<file path="src/rtl/otter_prog_pkg.sv">
// Shared types and helpers for the OTTER UART program loader.
package otter_prog_pkg;

    // Loader FSM states; CHK and HOLD are only reachable with PROG_CHECKSUM_EN
    typedef enum logic [2:0] {
        ST_IDLE,
        ST_LEN0,
        ST_LEN1,
        ST_DATA,
        ST_WRITE,
        ST_DONE,
        ST_CHK,
        ST_HOLD
    } prog_state_t;

    localparam logic [7:0] DEFAULT_START_BYTE = 8'hA5;

    // Clock cycles per UART bit, truncated
    function automatic int clks_per_bit(input int freq, input int baud);
        return freq / baud;
    endfunction

endpackage

</file>
<file path="src/rtl/otter_uart_programmer_uart_rx.sv">
// 8N1 UART receiver: 2-flop synchronizer, start-bit recheck at half bit,
// centre sampling, one-cycle rx_valid / rx_ferr pulses.
module uart_rx #(
    parameter int CLKS_PER_BIT = 10
) (
    input  logic       CLK,
    input  logic       RST_N,
    input  logic       SRX,
    output logic       rx_valid,
    output logic [7:0] rx_data,
    output logic       rx_ferr
);

    localparam int CW = $clog2(CLKS_PER_BIT + 1);
    localparam logic [CW-1:0] HALF = CW'(CLKS_PER_BIT / 2 - 1);
    localparam logic [CW-1:0] FULL = CW'(CLKS_PER_BIT - 1);

    typedef enum logic [1:0] {RX_IDLE, RX_START, RX_DATA, RX_STOP} rx_state_t;

    logic [1:0]    sync_q;
    logic          prev_q;
    logic          rx_s;
    rx_state_t     st_q, st_d;
    logic [CW-1:0] cnt_q, cnt_d;
    logic [2:0]    bit_q, bit_d;
    logic [7:0]    shift_q, shift_d;
    logic          valid_q, valid_d;
    logic          ferr_q, ferr_d;

    assign rx_s     = sync_q[1];
    assign rx_valid = valid_q;
    assign rx_data  = shift_q;
    assign rx_ferr  = ferr_q;

    // Frame timing: detect start edge, sample bits at centres, judge stop bit
    always_comb begin
        st_d    = st_q;
        cnt_d   = cnt_q;
        bit_d   = bit_q;
        shift_d = shift_q;
        valid_d = 1'b0;
        ferr_d  = 1'b0;
        case (st_q)
            RX_IDLE: begin
                if (prev_q && !rx_s) begin
                    st_d  = RX_START;
                    cnt_d = '0;
                end
            end
            RX_START: begin
                if (cnt_q == HALF) begin
                    // a start bit that has gone high again was a glitch
                    cnt_d = '0;
                    bit_d = '0;
                    st_d  = rx_s ? RX_IDLE : RX_DATA;
                end else begin
                    cnt_d = cnt_q + 1'b1;
                end
            end
            RX_DATA: begin
                if (cnt_q == FULL) begin
                    cnt_d   = '0;
                    shift_d = {rx_s, shift_q[7:1]};
                    bit_d   = bit_q + 3'd1;
                    if (bit_q == 3'd7) st_d = RX_STOP;
                end else begin
                    cnt_d = cnt_q + 1'b1;
                end
            end
            RX_STOP: begin
                if (cnt_q == FULL) begin
                    cnt_d   = '0;
                    st_d    = RX_IDLE;
                    valid_d = rx_s;
                    ferr_d  = !rx_s;
                end else begin
                    cnt_d = cnt_q + 1'b1;
                end
            end
            default: st_d = RX_IDLE;
        endcase
    end

    // Synchronizer and receiver state; line flops reset to idle-high
    always_ff @(posedge CLK or negedge RST_N) begin
        if (!RST_N) begin
            sync_q  <= 2'b11;
            prev_q  <= 1'b1;
            st_q    <= RX_IDLE;
            cnt_q   <= '0;
            bit_q   <= '0;
            shift_q <= '0;
            valid_q <= 1'b0;
            ferr_q  <= 1'b0;
        end else begin
            sync_q  <= {sync_q[0], SRX};
            prev_q  <= rx_s;
            st_q    <= st_d;
            cnt_q   <= cnt_d;
            bit_q   <= bit_d;
            shift_q <= shift_d;
            valid_q <= valid_d;
            ferr_q  <= ferr_d;
        end
    end

endmodule

</file>
<file path="src/rtl/otter_uart_programmer.sv">
// UART program loader for OTTER: START_BYTE, 16-bit word count (LE), then
// 4N data bytes written word-by-word while the MCU is held in reset.
// Optional macro PROG_CHECKSUM_EN adds a trailing XOR checksum byte.
module otter_uart_programmer
    import otter_prog_pkg::*;
#(
    parameter int         CLK_FREQ    = 100_000_000,
    parameter int         BAUD        = 115200,
    parameter int         ADDR_W      = 14,
    parameter int         TIMEOUT_CYC = 10_000_000,
    parameter logic [7:0] START_BYTE  = DEFAULT_START_BYTE
) (
    input  logic              CLK,
    input  logic              RST_N,
    input  logic              SRX,
    output logic              MCU_RST,
    output logic              MEM_WE,
    output logic [ADDR_W-1:0] MEM_ADDR,
    output logic [31:0]       MEM_DATA,
    output logic              PROG_BUSY,
    output logic              PROG_ERR
);

    localparam int CPB = clks_per_bit(CLK_FREQ, BAUD);

    logic       rx_valid;
    logic [7:0] rx_data;
    logic       rx_ferr;

    uart_rx #(.CLKS_PER_BIT(CPB)) u_rx (
        .CLK      (CLK),
        .RST_N    (RST_N),
        .SRX      (SRX),
        .rx_valid (rx_valid),
        .rx_data  (rx_data),
        .rx_ferr  (rx_ferr)
    );

    prog_state_t       state_q, state_d;
    logic [15:0]       len_q, len_d;
    logic [31:0]       word_q, word_d;
    logic [1:0]        bcnt_q, bcnt_d;
    logic [16:0]       idx_q, idx_d;
    logic [31:0]       tmo_q, tmo_d;
    logic              mcu_rst_q, mcu_rst_d;
    logic              busy_q, busy_d;
    logic              err_q, err_d;
    logic              we_q, we_d;
    logic [ADDR_W-1:0] addr_q, addr_d;
    logic [31:0]       data_q, data_d;
`ifdef PROG_CHECKSUM_EN
    logic [7:0]        chk_q, chk_d;
`endif

    logic [15:0] len_full;
    logic [16:0] idx_nxt;
    logic [31:0] word_nxt;
    logic        in_session;
    logic        tmo_hit;

    assign len_full   = {rx_data, len_q[7:0]};
    assign idx_nxt    = idx_q + 17'd1;
    assign word_nxt   = {rx_data, word_q[31:8]};
    assign in_session = state_q inside {ST_LEN0, ST_LEN1, ST_DATA, ST_WRITE, ST_CHK};
    assign tmo_hit    = (tmo_q == 32'(TIMEOUT_CYC - 1)) && !rx_valid;

    assign MCU_RST   = mcu_rst_q;
    assign MEM_WE    = we_q;
    assign MEM_ADDR  = addr_q;
    assign MEM_DATA  = data_q;
    assign PROG_BUSY = busy_q;
    assign PROG_ERR  = err_q;

    // Session sequencing, word assembly and session-abort handling
    always_comb begin
        state_d   = state_q;
        len_d     = len_q;
        word_d    = word_q;
        bcnt_d    = bcnt_q;
        idx_d     = idx_q;
        mcu_rst_d = mcu_rst_q;
        busy_d    = busy_q;
        err_d     = err_q;
        we_d      = 1'b0;
        addr_d    = addr_q;
        data_d    = data_q;
`ifdef PROG_CHECKSUM_EN
        chk_d     = chk_q;
`endif
        // idle-gap timer only runs while a session is waiting for bytes
        tmo_d = (rx_valid || state_q inside {ST_IDLE, ST_DONE, ST_HOLD}) ? '0 : tmo_q + 32'd1;

        if (in_session && (rx_ferr || tmo_hit)) begin
            // abort: release the MCU, keep whatever was already written
            err_d     = 1'b1;
            mcu_rst_d = 1'b0;
            busy_d    = 1'b0;
            state_d   = ST_IDLE;
        end else begin
            case (state_q)
                ST_IDLE: begin
                    if (rx_valid && rx_data == START_BYTE) begin
                        state_d   = ST_LEN0;
                        mcu_rst_d = 1'b1;
                        busy_d    = 1'b1;
                        err_d     = 1'b0;
`ifdef PROG_CHECKSUM_EN
                        chk_d     = '0;
`endif
                    end
                end
                ST_LEN0: begin
                    if (rx_valid) begin
                        len_d[7:0] = rx_data;
                        state_d    = ST_LEN1;
                    end
                end
                ST_LEN1: begin
                    if (rx_valid) begin
                        len_d  = len_full;
                        idx_d  = '0;
                        bcnt_d = '0;
                        if (len_full == 16'd0) begin
`ifdef PROG_CHECKSUM_EN
                            state_d = ST_CHK;
`else
                            state_d = ST_DONE;
`endif
                        end else if (32'(len_full) > (32'd1 << ADDR_W)) begin
                            err_d     = 1'b1;
                            mcu_rst_d = 1'b0;
                            busy_d    = 1'b0;
                            state_d   = ST_IDLE;
                        end else begin
                            state_d = ST_DATA;
                        end
                    end
                end
                ST_DATA: begin
                    if (rx_valid) begin
                        // bytes shift in from the top so the first lands in [7:0]
                        word_d = word_nxt;
                        bcnt_d = bcnt_q + 2'd1;
`ifdef PROG_CHECKSUM_EN
                        chk_d  = chk_q ^ rx_data;
`endif
                        if (bcnt_q == 2'd3) begin
                            state_d = ST_WRITE;
                            we_d    = 1'b1;
                            addr_d  = idx_q[ADDR_W-1:0];
                            data_d  = word_nxt;
                        end
                    end
                end
                ST_WRITE: begin
                    idx_d = idx_nxt;
                    if (idx_nxt == {1'b0, len_q}) begin
`ifdef PROG_CHECKSUM_EN
                        state_d = ST_CHK;
`else
                        state_d = ST_DONE;
`endif
                    end else begin
                        state_d = ST_DATA;
                    end
                end
                ST_DONE: begin
                    mcu_rst_d = 1'b0;
                    busy_d    = 1'b0;
                    state_d   = ST_IDLE;
                end
`ifdef PROG_CHECKSUM_EN
                ST_CHK: begin
                    if (rx_valid) begin
                        if (rx_data == chk_q) begin
                            state_d = ST_DONE;
                        end else begin
                            // bad image: keep the MCU parked until a reload
                            err_d   = 1'b1;
                            busy_d  = 1'b0;
                            state_d = ST_HOLD;
                        end
                    end
                end
                ST_HOLD: begin
                    if (rx_valid && rx_data == START_BYTE) begin
                        state_d = ST_LEN0;
                        busy_d  = 1'b1;
                        err_d   = 1'b0;
                        chk_d   = '0;
                    end
                end
`endif
                default: state_d = ST_IDLE;
            endcase
        end
    end

    // Loader state and registered outputs
    always_ff @(posedge CLK or negedge RST_N) begin
        if (!RST_N) begin
            state_q   <= ST_IDLE;
            len_q     <= '0;
            word_q    <= '0;
            bcnt_q    <= '0;
            idx_q     <= '0;
            tmo_q     <= '0;
            mcu_rst_q <= 1'b0;
            busy_q    <= 1'b0;
            err_q     <= 1'b0;
            we_q      <= 1'b0;
            addr_q    <= '0;
            data_q    <= '0;
`ifdef PROG_CHECKSUM_EN
            chk_q     <= '0;
`endif
        end else begin
            state_q   <= state_d;
            len_q     <= len_d;
            word_q    <= word_d;
            bcnt_q    <= bcnt_d;
            idx_q     <= idx_d;
            tmo_q     <= tmo_d;
            mcu_rst_q <= mcu_rst_d;
            busy_q    <= busy_d;
            err_q     <= err_d;
            we_q      <= we_d;
            addr_q    <= addr_d;
            data_q    <= data_d;
`ifdef PROG_CHECKSUM_EN
            chk_q     <= chk_d;
`endif
        end
    end

endmodule
</file>
<file path="config.mk">
export PLATFORM = sky130hd
export DESIGN_NAME = otter_uart_programmer
export DESIGN_NICKNAME = d
export VERILOG_FILES = /design/src/rtl/otter_prog_pkg.sv /design/src/rtl/otter_uart_programmer_uart_rx.sv /design/src/rtl/otter_uart_programmer.sv
export SDC_FILE = /design/constraint.sdc
export NUM_CORES = 1
export LEC_CHECK = 0
export BUFFER_PORTS_ARGS = -buffer_cell sky130_fd_sc_hd__clkbuf_2
export CAP_MARGIN = 0
export CORE_AREA = 2 2 118 120
export DETAILED_ROUTE_END_ITERATION = 10
export DIE_AREA = 0 0 120 122
export MAX_ROUTING_LAYER = met4
export PLACE_DENSITY = 0.79
export SLEW_MARGIN = 30
export SYNTH_ARGS = -nofsm -noshare
export SYNTH_HDL_FRONTEND = slang
export SYNTH_SLANG_ARGS = --single-unit
</file>
<file path="constraint.sdc">
create_clock -name CLK -period 2.6 [get_ports CLK]
set_clock_uncertainty 0.15 [all_clocks]
set_input_delay 0.39 -clock CLK [delete_from_list [all_inputs] [get_ports CLK]]
set_output_delay 0.39 -clock CLK [all_outputs]
set_load 0.01 [all_outputs]
</file>
## Yosys cells after proc, flatten, opt, wreduce, memory -nomap -nowiden

Cells that the tools add are included.

- Bits in registers: 179
- Input bits: 3
- Logic and storage cells: 142

- Muxes and demuxes: 52
- Reductions and logical operators: 31
- Bitwise logic cells: 2
- Add/subtract/negate cells: 5
- Order comparisons: 1
- Eq/ne operators: 31

Operator list:

| kind | number |
|---|---|
| one-hot mux 17 bit (2 select lines) | 1 |
| adder 32 x 1 -> 32 bit (second input constant) | 1 |
| == test 32 x 24 -> 1 bit (second input constant) | 1 |
| 2-to-1 mux 32 bit | 1 |
| 2-to-1 mux 10 bit | 3 |
| 2-to-1 mux 3 bit | 10 |
| one-hot mux 10 bit (3 select lines) | 1 |
| AND reduction 5 bit | 4 |
| 2-to-1 mux 1 bit | 18 |
| 2-to-1 mux 2 bit | 9 |
| != test 3 x 1 -> 1 bit (second input constant) | 6 |
| adder 17 x 1 -> 17 bit (second input constant) | 1 |
| == test 17 x 16 -> 1 bit | 1 |
| 2-to-1 mux 17 bit | 1 |
| greater-than comparator 16 x 15 -> 1 bit (second input constant) | 1 |
| zero test 16 bit | 1 |
| one-hot mux 8 bit (2 select lines) | 1 |
| == test 3 bit (second input constant) | 5 |
| one-hot mux 3 bit (5 select lines) | 1 |
| != test 2 x 1 -> 1 bit (second input constant) | 7 |
| AND reduction 3 bit | 4 |
| AND reduction 4 bit | 3 |
| adder 10 x 1 -> 10 bit (second input constant) | 1 |
| == test 10 bit (second input constant) | 1 |
| 27 further kinds | 39 |

## Logic depth before layout (Yosys ltp)

- Depth after elaboration: 6
- Gate-level depth with buffers: 9
- Mapped depth without buffers: 9

## Cells and area by module

From an unflattened synthesis, not the netlist that was laid out.

- Cell total of the unflattened synthesis: 735
- Area, all modules: 8222.9 sq um

By module, submodules not included:

| module | sequential area each (sq um) | cells an instance | area each (sq um) | times used |
|---|---|---|---|---|
| otter_uart_programmer | 3578.4 | 609 | 6847.8 | 1 |
| uart_rx | 704.4 | 126 | 1375.1 | 1 |

## Worst setup path after synthesis

Ideal clock, no wire load.

- Kind: register to register
- Start: register idx_q[0]
- End: register state_q[2]
- Data arrival time: 2.212 ns
- Stages on the path, launching flop included: 9
- Buffers on the path: 0
- Setup slack: 0.167 ns
- Setup time: 0.071 ns
- Required time: 2.379 ns
- Path through: dfrtp_1 -> ha_1 -> xor3_1 -> a2111oi_0 -> nand4_1 -> a2111oi_0 -> o2111ai_1 -> o31a_1 -> nor2_1

- Longest elaborated chain between the ends: 5

RTL lines:

| what | RTL line | text |
|---|---|---|
| start: declaration | otter_uart_programmer.sv:43 | `logic [16:0] idx_q, idx_d;` |
| start signal: assignment | otter_uart_programmer.sv:222 | `idx_q <= idx_d;` |
| adder 17 x 1 -> 17 bit | otter_uart_programmer.sv:62 | `assign idx_nxt = idx_q + 17'd1;` |
| == test 17 x 16 -> 1 bit | otter_uart_programmer.sv:157 | `if (idx_nxt == {1'b0, len_q}) begin` |
| 2-to-1 mux 3 bit | otter_uart_programmer.sv:157 |  |
| one-hot mux 3 bit (5 select lines) | otter_uart_programmer.sv:100 | `case (state_q)` |
| 2-to-1 mux 3 bit | otter_uart_programmer.sv:93 | `if (in_session && (rx_ferr \|\| tmo_hit)) begin` |
| end signal: assignment | otter_uart_programmer.sv:218 | `state_q <= state_d;` |
| end: declaration | otter_uart_programmer.sv:39 | `prog_state_t state_q, state_d;` |

No other way between the ends.
A chain may end at the register's enable or synchronous reset.

==> results_dict.tcl <==
set metrics [dict create \
    synth_fp_nets 783 \
    track_usage 0.266 \
    min_period_ns 2.56 \
    die_y_um 122 \
    synth-xor-area-share 0.0632 \
    synth_top_family_by_area "simple AND/OR/NAND/NOR gates" \
    synthMuxAreaShare 0.0944 \
    holdWs_ns 0.205 \
    cp.required_ns 2.77 \
    overflow 0 \
    ios 53 \
    dr.pass1.iters 5 \
    synth_top_area_cell "dfrtp_1" \
    cts_buffer_depth 2 \
    cts_tree "yes" \
    synth_seq_cells 171 \
    yosysTopAreaCellShare 0.526 \
    grt_max_degree 51 \
    ir_drop_mv 0.475 \
    yosysUniqueCellTypes 60 \
    crit_path_frequent_cell "nand2_1" \
    synth_top_cells_by_area "dfrtp_1, mux2_2, nand2_1" \
    via_per_inst 5.87 \
    nNetsFinal 862 \
    drt_iter0_drc 472 \
    drive_above_1_share 0.252 \
    seqPwrFrac 0.470 \
    endpoint_kind "flip-flop" \
    clockPowerShare 0.429 \
    ys_dominant_reg_cell "dfrtp_1" \
    synthSimpleGateAreaFrac 0.182 \
    combPwrFrac 0.100 \
    p_switching_mw 1.45 \
    die_w_um 120 \
    h-tree-depth 4 \
    async_flop_share 1.00 \
    report.final.slew_viol_count 0 \
    final-instance-count-excl-fill 1041 \
    clock-root-buffer "clkbuf_16" \
    grt_pass1_vias 5947 \
    gp_congestion 0.882 \
    antenna_found_initial 0 \
    yosysWarnings 0 \
    cp_max_fo 4 \
    synthTopCellsByCount "dfrtp_1, nand2_1, nor2_1, mux2_2, o21ai_0" \
    hold_class "reg -> reg" \
    yosysMostFrequentCell "dfrtp_1" \
    io_buffers 52 \
    grt_pass1_wl_um 29400 \
    synth_compound_area_frac 0.0817 \
    crit_slowest_cell "or4b_4" \
    rows 43 \
    cts_buffers 17 \
    rsz0062_at_grt "yes" \
    slew_headroom 0.642 \
    finalSetupViolCount 0 \
    p_int_mw 4.39 \
    outcome "finished, final reports clean" \
    power.density_nw_per_um2 625 \
    cpPeakStageDelay_ns 0.55 \
    fin_crit_sh 0.983 \
    drcViolationCount 0 \
    arrival_ns 2.73 \
    num_antenna_cells 0 \
    syn-cell-area_sq_um 8000 \
    tightest_slew_ns 0.533 \
    crit_path_start_kind "flip-flop" \
    yosysSeqAreaShare 0.536 \
    start_util 0.592 \
    synth_edf_count 0 \
    max_freq_mhz 391 \
    fin_util 0.692 \
    p_leak_nw 4.49 \
    via_count 6111 \
    clock_sinks 171 \
    total_power_mw 5.84 \
    crit_chain "or3b_4 -> or4b_4 -> a221o_1 -> nor3_2 -> nand2_1 -> nand2_1 -> o21ai_1" \
    maxCapViolCount 0 \
    dp_cells 999 \
    criticalPathCategory "reg -> reg" \
    p_sw_frac 0.249 \
    hold_violations 0 \
    clk_pin_slew_worst_paths_ns 0.06 \
    die-area_sq_um 14600 \
    synthAdderAreaFrac 0.0172 \
    syn_to_final_growth_pct 16.8 \
    core_area_sq_um 13500 \
    syn_inst 769 \
    hpwl_um 12000 \
    avgSynthCellArea_sq_um 10.4 \
    fin_setup_tns_ns 0 \
    finalWirelength_um 17800 \
    routedWlPerCell_um 17.1 \
    clk_latency_ns 0.44 \
    ant_nets 0 \
]
logic make-up (layout without fill, tap and decap cells):
group | Yosys count | count (layout)
AND/OR/NAND/NOR | 309 | 310
flip-flops | 171 | 171
buffers and inverters | 52 | 143
adder cells (fa/ha/maj) | 11 | 11
XOR/XNOR | 56 | 56
multiplexers | 67 | 67
AO/OA/AOI/OAI | 103 | 103
sequential cells by signal, indices dropped and copies added (netlist names), 2 cells and up, named ones only:
register	cells
MEM_ADDR	14
MEM_DATA	32
bcnt_q	2
idx_q	17
len_q	16
state_q	3
tmo_q	32
u_rx.bit_q	3
u_rx.cnt_q	10
u_rx.rx_data	8
u_rx.sync_q	2
word_q	24
stage by stage:
stage | area (sq um) | worst slack [ns]
floorplan | 8000 | 0.167
global placement | 8640 | 0.0736
detailed placement | 8640 | -0.0834
CTS | 9320 | 0.00649
global route | 9340 | -0.0449
finish | 9340 | 0.0442
what timing repair did:
| action | CTS | global route |
|---|---|---|
| pin swaps | 3 | 4 |
| gates resized for setup | 5 | 10 |
| cloned | 1 | 0 |
| buffers inserted | 6 | 1 |
| hold buffers | 2 | 0 |
| hold endpoints to repair | 42 | 0 |
| endpoints found under the setup margin | 7 | 12 |
layout by cell type, fill, tap and decap left out, types with 9 or more instances in the layout:
cell and count:
inv_1 16, nor3_1 16, nor2_1 70, nand4_1 13, buf_4 36, dfrtp_1 166, xnor2_1 33, o21ai_0 45
clkbuf_16 17, nand2_1 128, ha_1 11, xor2_1 22, clkbuf_2 51, o31ai_1 9, nand3_1 28, a21oi_1 11
mux2_2 67
power by group through the flow:
| stage | clock, mW | sequential, mW | combinational (mW) |
|---|---|---|---|
| floorplan | 0 | 2.79 | 0.304 |
| global placement | 0 | 2.80 | 0.420 |
| detailed placement | 0 | 2.80 | 0.454 |
| CTS | 2.54 | 2.74 | 0.562 |
| global route | 2.65 | 2.75 | 0.649 |
| finish | 2.51 | 2.75 | 0.586 |
worst paths after layout:
check                          startpoint        endpoint  cells after the start  slack (ns)
hold reg to reg            u_rx.sync_q[0]  u_rx.sync_q[1]                      0        0.21
min in group asynchronous           RST_N     MEM_DATA[5]                      2        0.30
setup / recovery            u_rx.cnt_q[2]       flip-flop                      7        0.04
hold / removal             u_rx.sync_q[0]  u_rx.sync_q[1]                      0        0.21
max in group asynchronous           RST_N  u_rx.sync_q[0]                      3        1.15
setup reg to reg            u_rx.cnt_q[2]       flip-flop                      7        0.04
final cells by class:
cell class	count	area (sq um)
clock buffer	18	439
tap	180	225
fill	995	4160
inverter	17	63.8
sequential	171	4290
clock inverter	14	145
multi-input combinational	547	3550
timing repair buffer	94	637
critical path: cells and delay by family, from the launching register on:
| kind | cells | cell delay (ns) |
|---|---|---|
| AO/OA/AOI/OAI | 2 | 0.50 |
| AND/OR/NAND/NOR | 5 | 1.40 |
| flip-flops | 1 | 0.39 |
layer usage:
metal | global-route usage | vias to the layer above | wire [um]
met5 | - | - | 0
met2 | 0.434 | 175 | 9000
met3 | 0.0566 | 26 | 714
met1 | 0.330 | 3081 | 7800
li1 | - | 2829 | -
met4 | 0.0934 | 0 | 306
(Power assumes the default switching activity.)
